--- src/rtl/btn_click_decoder.sv ---
// btn_click_decoder: groups debounced button presses into single, double and
// triple click gestures using a press-to-press grouping window, and emits a
// one-cycle strobe per gesture along with a wrapping gesture counter.
//
// state | meaning
// ------+-------------------------------------------------------------
// IDLE  | no gesture in progress, waiting for the first press
// WAIT1 | one press collected, waiting for a second press or timeout
// WAIT2 | two presses collected, waiting for a third press or timeout
module btn_click_decoder #(
  parameter int CLOCK_FREQ = 100,
  parameter int T_WINDOW   = 300
) (
  input  logic       clk,
  input  logic       rst,
  input  logic       btn_pulse,
  output logic       click_single,
  output logic       click_double,
  output logic       click_triple,
  output logic [7:0] gesture_count,
  output logic       busy
);

  localparam int WINDOW_CYCLES = CLOCK_FREQ * 1000 * T_WINDOW;
  localparam int TW            = $clog2(WINDOW_CYCLES);
  localparam logic [TW-1:0] T_LAST = TW'(WINDOW_CYCLES - 1);

  typedef enum logic [1:0] {
    IDLE  = 2'd0,
    WAIT1 = 2'd1,
    WAIT2 = 2'd2
  } state_t;

  logic s1, s2, s3;
  logic [1:0] sync_vld;
  logic armed;
  logic press;

  state_t state_q, state_d;
  logic [TW-1:0] timer_q, timer_d;
  logic emit_single, emit_double, emit_triple;

  // Synchronize the asynchronous press pulse and keep a delayed copy for edge detect.
  always_ff @(posedge clk or posedge rst) begin
    if (rst) begin
      s1 <= 1'b0;
      s2 <= 1'b0;
      s3 <= 1'b0;
    end else begin
      s1 <= btn_pulse;
      s2 <= s1;
      s3 <= s2;
    end
  end

  // Arm edge detection only after the synchronized input has been seen low,
  // so a pulse already high when reset releases is not taken as a press.
  // sync_vld marks when s2 holds a real post-reset sample rather than its reset value.
  always_ff @(posedge clk or posedge rst) begin
    if (rst) begin
      sync_vld <= 2'b00;
      armed    <= 1'b0;
    end else begin
      sync_vld <= {sync_vld[0], 1'b1};
      if (sync_vld[1] && !s2) begin
        armed <= 1'b1;
      end
    end
  end

  assign press = s2 & ~s3 & armed;

  // State and window timer registers.
  always_ff @(posedge clk or posedge rst) begin
    if (rst) begin
      state_q <= IDLE;
      timer_q <= '0;
    end else begin
      state_q <= state_d;
      timer_q <= timer_d;
    end
  end

  // Next-state, timer and gesture decode; a press always wins over a timeout.
  always_comb begin
    state_d     = state_q;
    timer_d     = timer_q;
    emit_single = 1'b0;
    emit_double = 1'b0;
    emit_triple = 1'b0;
    case (state_q)
      IDLE: begin
        if (press) begin
          state_d = WAIT1;
          timer_d = '0;
        end
      end
      WAIT1: begin
        if (press) begin
          state_d = WAIT2;
          timer_d = '0;
        end else if (timer_q == T_LAST) begin
          state_d     = IDLE;
          emit_single = 1'b1;
        end else begin
          timer_d = timer_q + TW'(1);
        end
      end
      WAIT2: begin
        if (press) begin
          state_d     = IDLE;
          timer_d     = '0;
          emit_triple = 1'b1;
        end else if (timer_q == T_LAST) begin
          state_d     = IDLE;
          emit_double = 1'b1;
        end else begin
          timer_d = timer_q + TW'(1);
        end
      end
      default: begin
        state_d = IDLE;
        timer_d = '0;
      end
    endcase
  end

  // Registered strobes, gesture counter and busy flag.
  always_ff @(posedge clk or posedge rst) begin
    if (rst) begin
      click_single  <= 1'b0;
      click_double  <= 1'b0;
      click_triple  <= 1'b0;
      gesture_count <= 8'd0;
      busy          <= 1'b0;
    end else begin
      click_single <= emit_single;
      click_double <= emit_double;
      click_triple <= emit_triple;
      if (emit_single || emit_double || emit_triple) begin
        gesture_count <= gesture_count + 8'd1;
      end
      busy <= (state_d != IDLE);
    end
  end

endmodule
--- config.mk ---
export PLATFORM = sky130hd
export DESIGN_NAME = btn_click_decoder
export DESIGN_NICKNAME = d
export VERILOG_FILES = /design/src/rtl/btn_click_decoder.sv
export SDC_FILE = /design/constraint.sdc
export NUM_CORES = 1
export LEC_CHECK = 0
export ABC_AREA = 1
export BUFFER_PORTS_ARGS = -buffer_cell sky130_fd_sc_hd__buf_2
export CORE_MARGIN = 3
export CORE_UTILIZATION = 64
export CTS_BUF_LIST = sky130_fd_sc_hd__clkbuf_4
export DETAILED_ROUTE_END_ITERATION = 10
export HOLD_SLACK_MARGIN = 0.08
export PLACE_DENSITY = 0.83
export SYNTH_ARGS = -nofsm -noshare
export SYNTH_HDL_FRONTEND = slang
export SYNTH_SLANG_ARGS = --single-unit
--- constraint.sdc ---
create_clock -name clk -period 2 [get_ports clk]
set_input_delay 0.4 -clock clk [delete_from_list [all_inputs] [get_ports clk]]
set_output_delay 0.4 -clock clk [all_outputs]
set_load 0.02 [all_outputs]
==> flow_summary.ini, run 1 <==
[cells_and_area]
final_cell_mix = nand2_1 (140), nor2_1 (62), inv_1 (47), dfrtp_1 (45), nand3_1 (40)
num_antenna_cells = 0
layout_commonest_cell = nand2_1
final_layout_size_suffix_gt1_share_pct = 11.36
syn2layout_area_growth_pct = 8.662
fillers = 379
post-route-util_pct = 72.53
fin_nets = 457

[grt]
grt_usage_pct = 28.80
antenna_found_initial = 0
grt_first_pass_wirelength_mm = 12.05
grt_max_degree = 27
overflow = 0
grt_pass1_vias = 2626

[clock_tree]
tritoncts = done
htreeDepth = 2
cts-root-buf = clkbuf_4
clock_latency_ns = 0.37
path_clk_slew_ns = 0.13
numCtsBuffers = 5
clock-sinks = 45
postCtsSetupBuffers = 0
clockBufferDepth = 2

[synth]
synth_edf_count = 0
synthArstFlopShare_pct = 100.0
yosysWarningCount = 0
syn_nets = 436
ys_seq_area_share_pct = 38.22
synth_area_um2 = 2947
syn_area_per_cell_um2 = 6.901
yosysUniqueCellTypes = 34
syn-instance-count = 427
ys_ff_latch = 45
ys.flop_type = dfrtp_1

[timing]
hold_slack_ns = 0.1253
clock.fmax_ghz = 0.5521
clock_skew_ns = 0.01003
slew_viol_final = 0
min_period_ns = 1.811
finalHoldViolCount = 0
rsz0062_at_grt = no
fin_crit_sh_pct = 90.57
finalSetupTns_ns = 0
setup_viol_count_final = 0
setup_ws_ns = 0.1886

[worst_setup_path]
endpoint_kind = flop
criticalPathCategory = flop to flop
worstSetupStartpointType = flop
required_ns = 2.31
arrival_ns = 2.12
crit_fanout = 9

[floorplanning]
start_util_pct = 66.75
die_w_um = 73.85
io_pins = 15
die_h_um = 73.85
rows = 24
dieArea_um2 = 5454
coreArea_um2 = 4414

[placement]
pre_cts_slack_ns = 0.1169
gp_congestion = 0.9650
hpwl_mm = 5.531
numPortBuffers = 14

[routing]
wl_mm = 7.296
ant_nets = 0
avgRoutedWirePerCell_um = 14.56
viasPerCell = 5.633
post-route-drc-count = 0
first_pass_iters = 5
drtIter0Drc = 276
num_vias = 2822

[status]
outcome = completed

[power_and_ir_drop]
p_leak_nw = 1.536
power_density_nw_per_um2 = 799.4
ir_worst_vdd_uv = 828.1
power.total_mw = 2.559

[hold_path]
hp-class = input port to flop

[job]
max_cap_viol_count = 0
==> cell type report <==
| cell class | count | area [µm²] | share of cell area, % |
|---|---|---|---|
| clock buffer | 6 | 45.04 | 1.407 |
| multi-input combinational | 322 | 1577 | 49.24 |
| inverter | 50 | 190.2 | 5.940 |
| clock inverter | 2 | 38.79 | 1.211 |
| sequential | 45 | 1126 | 35.17 |
| timing repair buffer | 24 | 160.2 | 5.002 |
| tap | 52 | 65.06 | 2.032 |
==> sequential cells by signal (all words and copies together), names as in the netlist <==
name,cells
timer_q,25
gesture_count,8
state_q,2
sync_vld,2
armed,1
busy,1
click_double,1
click_single,1
click_triple,1
s1,1
s2,1
s3,1
==> through the flow <==
| stage | cells | area (µm²) |
|---|---|---|
| floorplan | 427 | 2947 |
| global placement | 492 | 3100 |
| detailed placement | 492 | 3100 |
| CTS | 501 | 3194 |
| global route | 501 | 3202 |
| finish | 501 | 3202 |
==> metal layers <==
layer	track usage, %	share of wire, %	routed length (µm)
met2	45.18	46	3352
met1	39.78	45	3272
met3	4.925	7.4	538
met4	10.46	1.8	132
met5	0	0	0
==> report_power, final <==
group | internal, mW | switching [mW]
Sequential | 0.988 | 0.0756
Combinational | 0.283 | 0.631
Clock | 0.280 | 0.302
==> what timing repair did <==
item                                   4_1_cts  5_1_grt
setup endpoints to repair                    0       14
resized for setup                            0        2
hold buffers                                 1        0
endpoints found under the hold margin        7        0
==> cells by family after synthesis <==
logic type	Yosys count	share of synthesized area (%)
flip-flops	45	38.22
other	1	0.1273
AND/OR/NAND/NOR	280	42.42
adder cells (fa/ha/maj)	6	2.548
XOR/XNOR	13	3.864
buffers and inverters	60	8.535
AO/OA/AOI/OAI	22	4.289
==> cells in the mapped netlist (3+ instances only) <==
| library cell | number | share of area [%] |
|---|---|---|
| o21ai_1 | 6 | 1.0 |
| ha_1 | 6 | 2.5 |
| xor2_1 | 10 | 3.0 |
| nand2_1 | 140 | 18 |
| nand3_2 | 5 | 1.7 |
| nor2_4 | 3 | 1.1 |
| o21bai_1 | 3 | 0.76 |
| inv_1 | 48 | 6.1 |
| buf_2 | 3 | 0.51 |
| nand4_1 | 14 | 3.0 |
| nand3_1 | 40 | 6.8 |
| xnor2_1 | 3 | 0.89 |
| nor2_1 | 62 | 7.9 |
| nor3_1 | 6 | 1.0 |
| dfrtp_1 | 45 | 38 |
| o21ai_0 | 9 | 1.5 |
| nand2_2 | 3 | 0.64 |
==> worst paths after layout <==
path / start / end / slack (ns) / cells after the start
min reg2reg: sync_vld[0] / sync_vld[1] / 0.37 / 0
min: btn_pulse / s1 / 0.13 / 1
min in group asynchronous: rst / armed / 0.45 / 3
max: timer_q[1] / gesture_count[7] / 0.19 / 9
max reg2reg: timer_q[1] / gesture_count[7] / 0.19 / 9
max in group asynchronous: rst / timer_q[4] / 1.05 / 4
==> worst max-delay path: stages (launching register included) <==
cell     delay (ns)
dfrtp_1        0.41
ha_2           0.26
nand2_2        0.08
nor2_4         0.18
nand3_1        0.15
nor2_4         0.21
o21ai_2        0.18
nand2_4        0.14
nand2_1        0.07
nand2_1        0.06
Power figures use the tool's default switching activity.
==> inputs of run 2 (changes only) <==
- MAX_ROUTING_LAYER: unset -> met4
==> flow_summary.ini, run 2 (synthesis gave the netlist of run 1 again) <==
[worst_setup_path]
required_ns = 2.23
reg2regPathDepth = 9
endpoint_kind = flop
setup.worst_path.start = state_q[1]
criticalPathCategory = flop to flop
r2r-end = timer_q[3]
worstSetupStartpointType = flop
arrival_ns = 2.03
ff2ff_setup_slack_ns = 0.20
crit_fanout = 19
r2r-start = state_q[1]

[timing]
rsz0062_at_grt = no
finalSetupTns_ns = 0
hold_slack_ns = 0.1511
finalHoldViolCount = 0
clock.fmax_ghz = 0.5541
clock_skew_ns = 0.01316
setup_viol_count_final = 0
slew_viol_final = 0
fin_crit_sh_pct = 90.23
min_period_ns = 1.805

[routing]
drtIter0Drc = 250
num_vias = 2770
viasPerCell = 5.540
first_pass_iters = 5
wl_mm = 7.096
post-route-drc-count = 0
avgRoutedWirePerCell_um = 14.19
ant_nets = 0

[power_and_ir_drop]
ir_worst_vdd_uv = 811.4
intPower_mw = 1.421
p_sw_mw = 0.9626
pwr-share-clk_pct = 17.0
pwr-share-comb_pct = 38.2
p_leak_nw = 1.524
power.total_mw = 2.384
power_density_nw_per_um2 = 748.7
p_seq_share_pct = 44.7
switching_share_pct = 40.38

[floorplanning]
rows = 24
dieArea_um2 = 5454
die_w_um = 73.85
coreArea_um2 = 4414
start_util_pct = 66.75
die_h_um = 73.85
io_pins = 15

[cells_and_area]
seq_area_um2 = 1126
post-route-util_pct = 72.14
syn2layout_area_growth_pct = 8.068
multi_input_area_um2 = 1582
reg_top3 = timer_q x25, gesture_count x8
fillers = 388
final_cell_mix = nand2_1 (140), nor2_1 (62), inv_1 (47), dfrtp_1 (45), nand3_1 (40)
largest_register = timer_q
layout_commonest_cell = nand2_1
final_layout_size_suffix_gt1_share_pct = 10.94
largest_reg_flops = 25
fin_nets = 457
num_antenna_cells = 0

[status]
outcome = completed

[hold_path]
hp-class = input port to flop
holdPathStages = 1
min_to = s1
hold_path.startpoint = btn_pulse

[placement]
numPortBuffers = 14
gp_congestion = 0.9988
hpwl_mm = 5.409

[grt]
grt_usage_pct = 29.51
antenna_found_initial = 0
grt_max_degree = 26
grt_pass1_vias = 2505
overflow = 0
grt_first_pass_wirelength_mm = 11.85

[clock_tree]
cts-root-buf = clkbuf_4
tritoncts = done
postCtsSetupBuffers = 0
clock-sinks = 45
path_clk_slew_ns = 0.11
clockBufferDepth = 2
clock_latency_ns = 0.35
htreeDepth = 2
numCtsBuffers = 5

[job]
max_cap_viol_count = 0
## run 2: changes by cell type in the layout (fill, tap and decap cells not counted)
| cell | previous run | this run |
|---|---|---|
| o21ai_0 | 9 | 8 |
| buf_12 | 1 | 2 |
| ha_4 | 0 | 1 |
| nand2_4 | 2 | 1 |
| ha_2 | 1 | 0 |
| o21ai_1 | 6 | 7 |
| bufinv_16 | 1 | 0 |
| nand2_2 | 2 | 3 |
| clkinv_1 | 0 | 1 |
| buf_4 | 8 | 7 |
| clkinv_4 | 1 | 0 |
## run 2: metrics by stage
step | std cells | cell area (µm²) | setup slack, ns
2_1_floorplan | 427 | 2947 | 0.2557
3_3_place_gp | 492 | 3113 | 0.2056
3_5_place_dp | 492 | 3113 | 0.1097
4_1_cts | 500 | 3172 | 0.09354
5_1_grt | 500 | 3184 | 0.01678
6_report | 500 | 3184 | 0.1953
## run 2: layer usage
layer,global-route usage [%],up-vias,wire length (µm)
li1,-,1385,-
met1,41.44,1237,3181
met2,44.00,127,3106
met3,4.788,21,597
met4,8.249,0,210
met5,-,-,0
## run 2: worst max path at each step
| stage | endpoint | slack, ns | cells past startpoint |
|---|---|---|---|
| 3_3_place_gp | gesture_count[2] | 0.21 | 9 |
| 4_1_cts | timer_q[4] | 0.09 | 10 |
| 3_5_place_dp | gesture_count[7] | 0.11 | 9 |
| 6_report | timer_q[3] | 0.20 | 9 |
| 5_1_grt | timer_q[5] | 0.02 | 8 |
| 2_1_floorplan | timer_q[17] | 0.26 | 11 |
## run 2: critical path: stages, from the launching register on
cell and delay [ns]:
dfrtp_1 0.42, inv_1 0.10, ha_1 0.30, inv_1 0.05, nor2_1 0.26, nand3_4 0.14, nand2_4 0.15, inv_4 0.12
nand2_1 0.07, o21ai_0 0.07
## run 2: area by class of cell
type | count | share of cell area, %
multi-input cells | 322 | 49.67
flip-flops and latches | 45 | 35.36
inverters | 50 | 5.972
repair buffers | 24 | 5.422
well taps | 52 | 2.043
clock buffers | 6 | 1.415
clock inverters | 1 | 0.1179
## run 2: power by group through the flow
stage               logic [mW]  clock network [mW]  registers [mW]
floorplan                0.567                   0            1.12
detailed placement       0.903                   0            1.07
finish                   0.912               0.406            1.07
global placement         0.877                   0            1.07
global route              1.01               0.456            1.08
CTS                      0.908               0.421            1.06
## run 2: repair_timing
item	4_1_cts	5_1_grt
endpoints found under the hold margin	20	0
setup endpoints to repair	0	24
hold buffers	1	0
resized for setup	0	3
==> inputs of run 3 (changes only) <==
- ABC_AREA: 1 -> unset
- CORE_UTILIZATION: 64 -> 62
- PLACE_DENSITY: 0.83 -> 0.81
- clock period: 2 -> 1.84 ns (I/O delays scaled with it)
==> flow_summary.ini, run 3 <==
[synth]
yosysTopAreaCellShare_pct = 48.10
ys_seq_area_share_pct = 48.10
synth_edf_count = 0
yosysMostFrequentCell = dfrtp_1
syn_nets = 245
synth_area_um2 = 2341
synth.area.top_cells = dfrtp_1 (48%), xnor2_1 (3.7%), a21oi_1 (3.2%)
yosysWarningCount = 0
syn_area_per_cell_um2 = 9.919
yosysUniqueCellTypes = 54
syn-instance-count = 236
synth_top_cell_by_area = dfrtp_1
synth_common_cells = dfrtp_1 (45), nand2_1 (19), a21oi_1 (15), nor2_1 (15), nand3_1 (13)
ys.flop_type = dfrtp_1
synthArstFlopShare_pct = 100.0
ys_ff_latch = 45

[clock_tree]
cts-root-buf = clkbuf_4
clockBufferDepth = 2
clock-sinks = 45
numCtsBuffers = 5
htreeDepth = 2

[placement]
hpwl_mm = 4.573
numPortBuffers = 14
gp_congestion = 0.8801
place_area_um2 = 2849
place_inst = 342
pre_cts_slack_ns = -0.3598

[floorplanning]
die_h_um = 67.45
rows = 21
die_w_um = 67.45
io_pins = 15
start_util_pct = 66.99

[status]
outcome = did not finish
tool.error = [ERROR DPL-0038] Utilization greater than 100%, impossible to legalize
lastStage = 5_1_grt

[timing]
crit_endpoint = gesture_count[7]$_DFFE_PP0P_/D
worst_endpoint_kind = register input

[grt]
grt_max_degree = 20
==> run 3: changes by cell type after synthesis, sizes merged, moves of 4 or more <==
| cell | previous run | this run |
|---|---|---|
| nor4 | 2 | 9 |
| nand3 | 47 | 13 |
| and3 | 0 | 4 |
| a21oi | 1 | 15 |
| inv | 50 | 7 |
| nand2 | 144 | 19 |
| nor2 | 65 | 15 |
| nand4 | 14 | 6 |
| or3 | 0 | 8 |
| buf | 7 | 3 |
| xnor2 | 3 | 10 |
==> run 3: kinds of logic after synthesis <==
group,after synthesis,synth area share (%)
buffers and inverters,15,2.779
multiplexers,1,0.4810
other,1,0.1602
adder cells (fa/ha/maj),6,3.207
AND/OR/NAND/NOR,100,23.94
flip-flops,45,48.10
XOR/XNOR,17,6.360
AO/OA/AOI/OAI,51,14.97
==> run 3: timing repair <==
action	in CTS
resized for setup	36
setup endpoints to repair	30
hold buffers	1
hold endpoints to repair	16
pin swaps	23
cloned	1
setup buffers	24
==> run 3: through the flow <==
step	setup TNS, ns	utilization (%)
floorplan	-1.343	-
global placement	-1.936	81.53
detailed placement	-3.748	81.53
CTS	-4.476	90.69
==> inputs of run 4 (changes only) <==
- CORE_UTILIZATION: 62 -> 40
- CTS_BUF_LIST: sky130_fd_sc_hd__clkbuf_4 -> unset
- HOLD_SLACK_MARGIN: 0.08 -> unset
- MAX_ROUTING_LAYER: met4 -> unset
- PLACE_DENSITY: 0.81 -> unset
- PLACE_DENSITY_LB_ADDON: unset -> 0.15
==> flow_summary.ini, run 4 <==
[clock_tree]
clock-sinks = 45
htreeDepth = 2
numCtsBuffers = 5
tritoncts = done
clockBufferDepth = 2
clock_latency_ns = 0.31
cts-root-buf = clkbuf_8
path_clk_slew_ns = 0.10

[cells_and_area]
post-route-util_pct = 61.59
largest_reg_flops = 25
fin_nets = 335
final_cell_mix = buf_4 (68), dfrtp_1 (45), nand2_1 (18), nor2_1 (14), buf_2 (14)
layout_commonest_cell = buf_4
final_layout_size_suffix_gt1_share_pct = 45.26
syn2layout_area_growth_pct = 46.66
num_antenna_cells = 0
fin_area_um2 = 3433
reg_top3 = timer_q x25, gesture_count x8
largest_register = timer_q
fin_cells = 399

[worst_setup_path]
required_ns = 2.04
r2r-end = gesture_count[1]
worstSetupStartpointType = flop
r2r-start = timer_q[0]
setup.worst_path.start = timer_q[0]
cp-endpoint = gesture_count[1]
criticalPathCategory = flop to flop
ff2ff_setup_slack_ns = -0.28
endpoint_kind = flop
reg2regPathDepth = 7
crit_fanout = 5
arrival_ns = 2.32

[floorplanning]
die_w_um = 82.50
start_util_pct = 42.00
io_pins = 15
rows = 27
coreArea_um2 = 5574
dieArea_um2 = 6806
die_h_um = 82.50

[synth]
synth.area.top_cells = dfrtp_1 (48%), xnor2_1 (3.7%), a21oi_1 (3.2%)
yosysTopAreaCellShare_pct = 48.10
synth_top_cell_by_area = dfrtp_1
ys_ff_latch = 45
yosysUniqueCellTypes = 54
yosysWarningCount = 0
synth_common_cells = dfrtp_1 (45), nand2_1 (19), a21oi_1 (15), nor2_1 (15), nand3_1 (13)
syn_area_per_cell_um2 = 9.919
yosysMostFrequentCell = dfrtp_1
ys_seq_area_share_pct = 48.10
synthArstFlopShare_pct = 100.0
synth_area_um2 = 2341
ys.flop_type = dfrtp_1
syn_nets = 245
synth_edf_count = 0
syn-instance-count = 236

[grt]
grt-busiest-layer = met2
grt_usage_pct = 19.60
met3_usage_pct = 3.688
grtUsageMet1_pct = 26.60
antenna_found_initial = 0
grt_max_degree = 19
grtUsageMet2_pct = 31.89
grt_pass1_vias = 2139
overflow = 0
grt_first_pass_wirelength_mm = 10.17

[routing]
avgRoutedWirePerCell_um = 15.73
num_vias = 2155
first_pass_iters = 4
ant_nets = 0
viasPerCell = 5.401
drtIter0Drc = 113
post-route-drc-count = 0
wl_mm = 6.276

[placement]
hpwl_mm = 4.171
numPortBuffers = 14
place_area_um2 = 2919
place_inst = 373
gp_congestion = 0.8202

[timing]
slew_viol_final = 0
finalSetupTns_ns = -3.510
clock.fmax_ghz = 0.4706
setup_viol_count_final = 26
setup_ws_ns = -0.2848
min_period_ns = 2.125
hold_slack_ns = -0.000005385
finalHoldViolCount = 1
clock_skew_ns = 0.009092
rsz0062_at_grt = yes
fin_crit_sh_pct = 115.5

[power_and_ir_drop]
switching_share_pct = 38.17
p_sw_mw = 1.191
ir_worst_vdd_uv = 528.6
intPower_mw = 1.929
power_density_nw_per_um2 = 909.0
p_seq_share_pct = 37.4
pwr-share-clk_pct = 20.4
p_leak_nw = 1.540
pwr-share-comb_pct = 42.1

[hold_path]
hp-class = input port to async pin

[status]
outcome = finished with violations
failed_checks = hold timing, setup timing

[job]
max_cap_viol_count = 0
## run 4: cells by family after synthesis
group | Yosys count | synth area share (%)
buffers and inverters | 15 | 2.779
other | 1 | 0.1602
and+or+nand+nor | 100 | 23.94
AOI/OAI and AO/OA | 51 | 14.97
DFF | 45 | 48.10
adders and majority gates | 6 | 3.207
muxes | 1 | 0.4810
xor gates and xnor gates | 17 | 6.360
## run 4: per-stage QoR
stage          power (mW)  setup slack [ns]
2_1_floorplan       1.751           -0.2453
3_3_place_gp        2.227           -0.2682
3_5_place_dp        2.222           -0.2853
4_1_cts             3.018           -0.2572
5_1_grt             3.313           -0.3378
6_report            3.121           -0.2848
## run 4: timing repair
item | in CTS | in global routing
cloned | 1 | 0
endpoints found under the setup margin | 24 | 30
pin swaps | 16 | 16
resized for setup | 33 | 32
setup buffers | 11 | 6
hold buffers | 0 | 0
## run 4: worst max-delay path: stages (launching register included)
cell,delay (ns)
dfrtp_1,0.38
ha_2,0.19
and4_4,0.24
nand4_1,0.10
or4_4,0.49
buf_6,0.16
a21oi_4,0.14
mux2_4,0.31
## run 4: worst min path at each step
stage,to,slack [ns]
3_5_place_dp,s2,0.34
4_1_cts,s1,0.01
3_3_place_gp,sync_vld[1],0.33
5_1_grt,gesture_count[6],0.02
2_1_floorplan,s2,0.33
6_report,timer_q[23],-0.000005
## run 4: final cells by class
cell class	count	area, µm²
clock inverter	3	21.27
timing repair buffer	91	681.9
fill	477	2141
multi-input combinational	176	1416
clock buffer	5	68.82
inverter	7	28.78
tap	72	90.09
sequential	45	1126
## run 4: power groups by stage
stage / registers, mW / clock network, mW / logic, mW
6_report: 1.17 / 0.638 / 1.32
5_1_grt: 1.18 / 0.685 / 1.44
4_1_cts: 1.16 / 0.655 / 1.20
3_5_place_dp: 1.18 / 0 / 1.04
3_3_place_gp: 1.18 / 0 / 1.05
2_1_floorplan: 1.26 / 0 / 0.492
## run 4: layer usage
layer	share of wire [%]	up-vias
met1	47	1057
li1	-	1051
met5	0	-
met3	3.1	11
met4	1.8	0
met2	49	36
